$ cat config.mk
export PLATFORM = sky130hd
export DESIGN_NAME = ir_prefetch_queue
export DESIGN_NICKNAME = d
export VERILOG_FILES = /design/src/rtl/ir_prefetch_queue.sv
export SDC_FILE = /design/constraint.sdc
export NUM_CORES = 1
export LEC_CHECK = 0
export BUFFER_PORTS_ARGS = -buffer_cell sky130_fd_sc_hd__buf_2
export CORE_ASPECT_RATIO = 1.2
export CORE_MARGIN = 4
export CORE_UTILIZATION = 51
export DETAILED_ROUTE_END_ITERATION = 16
export PLACE_DENSITY = 0.83
export SLEW_MARGIN = 20
export SYNTH_ARGS = -nofsm -noshare
export SYNTH_HDL_FRONTEND = slang
export SYNTH_SLANG_ARGS = --single-unit
$ cat constraint.sdc
create_clock -name clk -period 1.9 [get_ports clk]
set_clock_uncertainty 0.05 [all_clocks]
set_input_delay 0.38 -clock clk [delete_from_list [all_inputs] [get_ports clk]]
set_output_delay 0.38 -clock clk [all_outputs]
set_load 0.02 [all_outputs]
$ cat src/rtl/ir_prefetch_queue.sv
// Instruction register backed by an in-order prefetch queue; the head byte is the IR.
// Latency: a byte pushed into an empty queue appears on 'out' one cycle after the push.
// Backpressure: none; pushes into a full queue are dropped (ovf), pops from empty are ignored (udf).
//
// Ports:
//   clk, rst_n          rising-edge clock, asynchronous active-low reset
//   we, bus             push 'bus' at the tail
//   pop                 consume the head entry
//   flush               discard all entries; a same-cycle push survives as the only entry
//   clr_err             clear the sticky ovf/udf flags
//   out, valid, full    head entry (0 when empty), non-empty, count == DEPTH
//   count               entries held, 0..DEPTH
//   ovf, udf            sticky overflow / underflow flags
//   peek1, peek2, pvalid  (only when IR_PEEK_EN is defined) entries behind the head
//
// Optional feature macro: IR_PEEK_EN
module ir_prefetch_queue #(
    parameter int WIDTH = 8,
    parameter int DEPTH = 4,
    localparam int CW = $clog2(DEPTH + 1)
) (
    input  logic             clk,
    input  logic             rst_n,
    input  logic             we,
    input  logic [WIDTH-1:0] bus,
    input  logic             pop,
    input  logic             flush,
    input  logic             clr_err,
    output logic [WIDTH-1:0] out,
    output logic             valid,
    output logic             full,
    output logic [CW-1:0]    count,
`ifdef IR_PEEK_EN
    output logic [WIDTH-1:0] peek1,
    output logic [WIDTH-1:0] peek2,
    output logic [1:0]       pvalid,
`endif
    output logic             ovf,
    output logic             udf
);

    localparam int AW = $clog2(DEPTH);

    logic [WIDTH-1:0] mem [DEPTH];
    logic [AW-1:0]    rd_ptr, wr_ptr, rd_nxt, wr_nxt, waddr;
    logic [CW-1:0]    cnt, cnt_nxt;
    logic             wen, set_ovf, set_udf;
    logic             empty_q, full_q;

    assign empty_q = (cnt == '0);
    assign full_q  = (cnt == CW'(DEPTH));

    // Next-state decode, highest priority first. Pointers are AW bits wide and
    // DEPTH is a power of two, so the natural overflow of the adders is the wrap.
    always_comb begin
        rd_nxt  = rd_ptr;
        wr_nxt  = wr_ptr;
        cnt_nxt = cnt;
        wen     = 1'b0;
        waddr   = wr_ptr;
        set_ovf = 1'b0;
        set_udf = 1'b0;
        if (flush) begin
            rd_nxt  = '0;
            wr_nxt  = '0;
            cnt_nxt = '0;
            if (we) begin
                // Branch-target byte is kept as the new head at index 0.
                wen     = 1'b1;
                waddr   = '0;
                wr_nxt  = AW'(1);
                cnt_nxt = CW'(1);
            end
        end else if (we && pop) begin
            wen    = 1'b1;
            wr_nxt = wr_ptr + AW'(1);
            if (!empty_q) begin
                rd_nxt = rd_ptr + AW'(1);
            end else begin
                // Empty: head and tail coincide, so the new byte becomes the head.
                set_udf = 1'b1;
                cnt_nxt = CW'(1);
            end
        end else if (we) begin
            if (!full_q) begin
                wen     = 1'b1;
                wr_nxt  = wr_ptr + AW'(1);
                cnt_nxt = cnt + CW'(1);
            end else begin
                set_ovf = 1'b1;
            end
        end else if (pop) begin
            if (!empty_q) begin
                rd_nxt  = rd_ptr + AW'(1);
                cnt_nxt = cnt - CW'(1);
            end else begin
                set_udf = 1'b1;
            end
        end
    end

    always_ff @(posedge clk or negedge rst_n) begin
        if (!rst_n) begin
            rd_ptr <= '0;
            wr_ptr <= '0;
            cnt    <= '0;
            ovf    <= 1'b0;
            udf    <= 1'b0;
            for (int i = 0; i < DEPTH; i++) begin
                mem[i] <= '0;
            end
        end else begin
            rd_ptr <= rd_nxt;
            wr_ptr <= wr_nxt;
            cnt    <= cnt_nxt;
            // A new error in the same cycle as clr_err keeps the flag set.
            ovf    <= set_ovf | (ovf & ~clr_err);
            udf    <= set_udf | (udf & ~clr_err);
            if (wen) begin
                mem[waddr] <= bus;
            end
        end
    end

    // Storage is never cleared on pop/flush, so stale bytes are masked by count.
    assign out   = empty_q ? '0 : mem[rd_ptr];
    assign valid = !empty_q;
    assign full  = full_q;
    assign count = cnt;

`ifdef IR_PEEK_EN
    assign peek1  = (cnt >= CW'(2)) ? mem[rd_ptr + AW'(1)] : '0;
    assign pvalid = {cnt >= CW'(3), cnt >= CW'(2)};
    generate
        if (DEPTH > 2) begin : g_peek2
            assign peek2 = (cnt >= CW'(3)) ? mem[rd_ptr + AW'(2)] : '0;
        end else begin : g_no_peek2
            assign peek2 = '0;
        end
    endgenerate
`endif

endmodule

==> summary.json <==
{
  "status": {
    "outcome": "finished with violations",
    "violations": "setup timing"
  },
  "pwr": {
    "worst_ir_drop_vdd_v": 0.0007494,
    "p_sw_frac": 0.2922,
    "share_clk_of_total_power": 0.195,
    "power.combinational.fraction": 0.346,
    "power.switching_uw": 800.9,
    "p_leak_uw": 0.001175,
    "pwr_per_cell_area_nw_per_um2": 1045,
    "p_seq_frac": 0.460,
    "internal_power_uw": 1940
  },
  "clock_tree": {
    "cts.root.buffer_cell": "sky130_fd_sc_hd__clkbuf_8",
    "clock_insertion_delay_worst_skew_ps": 290,
    "tritoncts": "done",
    "tritoncts_num_sinks": 41,
    "htree_num_levels": 2,
    "clk_pin_slew_worst_paths_ps": 70,
    "clk_buf_depth": 2,
    "cts_buffers": 5
  },
  "drt": {
    "drtPass1Iterations": 3,
    "vias_per_cell": 5.616,
    "wire_per_inst_um": 18.35,
    "vias": 1404,
    "drc": 0,
    "drt_iter0_drc": 48,
    "antenna_left": 0,
    "route.final.wire_length_um": 4588
  },
  "cells_and_area": {
    "final_design_area_no_fill_sq_um": 2623,
    "layout.nets": 211,
    "fillerInstances": 292,
    "drive_above_1_share": 0.5918,
    "seq_area_sq_um": 1030,
    "multi_input_comb_area_sq_um": 1064,
    "antenna_cells_inserted": 0,
    "finish.cell_count_without_fillers": 250,
    "layout-area-overhead-vs-synth_pct": 27.18
  },
  "synth": {
    "synth.yosys.seq_area_share": 0.4976,
    "yosys.area.top_type_share": 0.4976,
    "yosys.area.top_type": "sky130_fd_sc_hd__dfrtp_1",
    "postSynthAreaPerCell_sq_um": 13.48,
    "syn_nets": 168,
    "netlist_top_cells_area": "sky130_fd_sc_hd__dfrtp_1, sky130_fd_sc_hd__mux2_2, sky130_fd_sc_hd__mux4_2, sky130_fd_sc_hd__mux2_4, sky130_fd_sc_hd__and2_1",
    "register_bit_count_reported_by_yosys": 41,
    "synth.lib_cells_used.distinct": 35,
    "ys_async_sr_fraction": 1.000,
    "synthFlopType": "sky130_fd_sc_hd__dfrtp_1",
    "syn-instance-count": 153,
    "syn-cell-area_sq_um": 2062,
    "yosys_warnings": 0,
    "number_of_flops_mapped_to_enable_cells_by_yosys": 0
  },
  "timing": {
    "timing.final.setup_violations": 8,
    "grt_setup_unrepaired": "yes",
    "slew_violations": 0,
    "final_worst_setup_slack_ps": -169.3,
    "relSlewSlack": 0.6639,
    "worst_pin_slew_ps": 501.7,
    "fin_hold_ws_ps": 308.4,
    "timing.final.crit_share": 1.089,
    "final-hold-violation-count": 0,
    "fmaxAchievable_ghz": 0.4833,
    "fin_tns_setup_ps": -1229,
    "final.min_clock_period_ps": 2069
  },
  "critical_path": {
    "worst-endpoint-arrival_ps": 1640,
    "r2r_slack_ps": 50,
    "worstSetupEndpointType": "output port",
    "required_time_at_the_worst_slack_endpoint_ps": 1470,
    "crit_path_cell_trace": "clkbuf_16 > mux4_2 > and2_4 > buf_6",
    "timing.critical_path.fanout_max": 4,
    "timing_worst_setup_path_type": "flop to output port",
    "timing.critical_path.slowest_cell_delay_ps": 480,
    "crit_slowest_cell": "sky130_fd_sc_hd__mux4_2",
    "number_of_buffer_and_inverter_stages_on_the_critical_path": 2,
    "cell_family_with_the_largest_share_of_critical_path_delay": "multiplexers",
    "startpoint_type": "flop",
    "critical_path.reg2reg.startpoint": "count[0]$_DFFE_PN0P_",
    "r2r-end": "count[2]$_DFFE_PN0P_",
    "reg2reg_depth": 6
  },
  "floorplanning": {
    "core_area_sq_um": 3910,
    "die-area_sq_um": 5129,
    "initial_utilization": 0.5274,
    "row_count": 25,
    "die_y_um": 77.66,
    "die_w_um": 66.05,
    "ioPinCount": 29
  },
  "place": {
    "placed_cell_area_sq_um": 2344,
    "dp_slack_ps": -95.59,
    "placed_cells": 238,
    "count_of_buffers_from_port_buffering": 28,
    "post-dp-hpwl_um": 3234,
    "place_congestion": 0.7777
  },
  "global_route": {
    "aggregate_global_routing_overflow": 0,
    "gr-usage-all-layers": 0.1918,
    "grt_pass1_wl_um": 7300,
    "first_global_vias": 1498,
    "grt_antenna_before_repair": 0,
    "pin_count_of_the_biggest_net_entering_global_routing": 26
  },
  "min_path": {
    "tightest_hold_check_type": "input pin to flop",
    "hold-path-cell-count": 2,
    "holdPathEnd": "count[2]$_DFFE_PN0P_",
    "worst_hold_startpoint": "flush"
  },
  "flow_run": {
    "maxCapViolCount": 0
  }
}
[power groups by stage]
stage	logic (uW)	clock network [uW]	registers [uW]
2_1_floorplan	570	0	1220
3_3_place_gp	745	0	1240
3_5_place_dp	778	0	1270
4_1_cts	786	545	1250
5_1_grt	1020	586	1290
6_report	948	533	1260
[kinds of logic after synthesis]
group,after synthesis,share of synthesized area
xor gates and xnor gates,3,0.01275
AOI/OAI and AO/OA,15,0.05218
adders and majority gates,1,0.009709
buffers and inverters,14,0.03155
DFF,41,0.4976
and+or+nand+nor,39,0.1195
muxes,40,0.2767
[layout make-up]
class / count / share of cell area
multi-input combinational: 98 / 0.4055
sequential: 41 / 0.3927
timing repair buffer: 45 / 0.1384
clock buffer: 6 / 0.02767
tap: 54 / 0.02576
inverter: 5 / 0.008111
clock inverter: 1 / 0.001908
[cells in the final DEF (no fill, tap or decap), drive strengths merged, types with 3 or more instances in the layout]
cell | Yosys | final
buf | 6 | 43
a21oi | 6 | 6
nor3b | 3 | 3
mux2 | 32 | 32
nand2 | 4 | 4
and2 | 9 | 9
nor3 | 3 | 3
nand3 | 4 | 4
mux4 | 8 | 8
clkbuf | 3 | 7
dfrtp | 41 | 41
inv | 5 | 5
nor2 | 11 | 11
[synthesized netlist by cell type (2+ instances only)]
cell / number
sky130_fd_sc_hd__dfrtp_1: 41
sky130_fd_sc_hd__mux2_2: 24
sky130_fd_sc_hd__nor2_1: 11
sky130_fd_sc_hd__and2_1: 8
sky130_fd_sc_hd__mux2_4: 8
sky130_fd_sc_hd__mux4_2: 8
sky130_fd_sc_hd__a21oi_1: 5
sky130_fd_sc_hd__inv_1: 5
sky130_fd_sc_hd__buf_2: 4
sky130_fd_sc_hd__clkbuf_1: 3
sky130_fd_sc_hd__nand2_1: 3
sky130_fd_sc_hd__nand3_1: 3
sky130_fd_sc_hd__nor3_1: 3
sky130_fd_sc_hd__a211oi_1: 2
sky130_fd_sc_hd__a32o_1: 2
sky130_fd_sc_hd__nor3b_1: 2
sky130_fd_sc_hd__o21ai_0: 2
sky130_fd_sc_hd__xor2_1: 2
[flip-flops by register name, summed over array words and instances (netlist names)]
register  cells
rd_ptr        2
mem          32
ovf           1
udf           1
wr_ptr        2
count         3
[worst max path at each step]
stage | startpoint | endpoint | slack (ps) | cells past startpoint
4_1_cts | rd_ptr[0]$_DFFE_PN0P_ | out[1] | -180 | 4
5_1_grt | rd_ptr[0]$_DFFE_PN0P_ | out[4] | -230 | 4
6_report | rd_ptr[0]$_DFFE_PN0P_ | out[2] | -170 | 4
3_5_place_dp | pop | mem[11]$_DFFE_PN0P_ | -100 | 5
3_3_place_gp | pop | mem[13]$_DFFE_PN0P_ | -40 | 5
2_1_floorplan | count[1]$_DFFE_PN0P_ | count[2]$_DFFE_PN0P_ | 20 | 6
[stage by stage]
step	total power [uW]	utilization
final	2741	0.6707
after global routing	2896	0.6707
after CTS	2583	0.6234
after detailed placement	2046	0.5994
after global placement	1982	0.5994
after floorplan	1785	-
[metal layers]
layer / vias to the layer above / part of all wire / global-route usage
met4: 0 / 0.028 / 0.07317
met2: 37 / 0.53 / 0.3170
met3: 16 / 0.046 / 0.04052
met5: - / 0 / 0
li1: 634 / - / -
met1: 717 / 0.40 / 0.2452
[repair_timing]
| action | in CTS | in global routing |
|---|---|---|
| gates resized for setup | 3 | 40 |
| setup buffers | 0 | 3 |
| cloned | 0 | 1 |
| hold buffers | 1 | 0 |
| hold endpoints to repair | 16 | 0 |
| endpoints found under the setup margin | 17 | 32 |
| pin swaps | 1 | 6 |
Power figures use the tool's default switching activity.
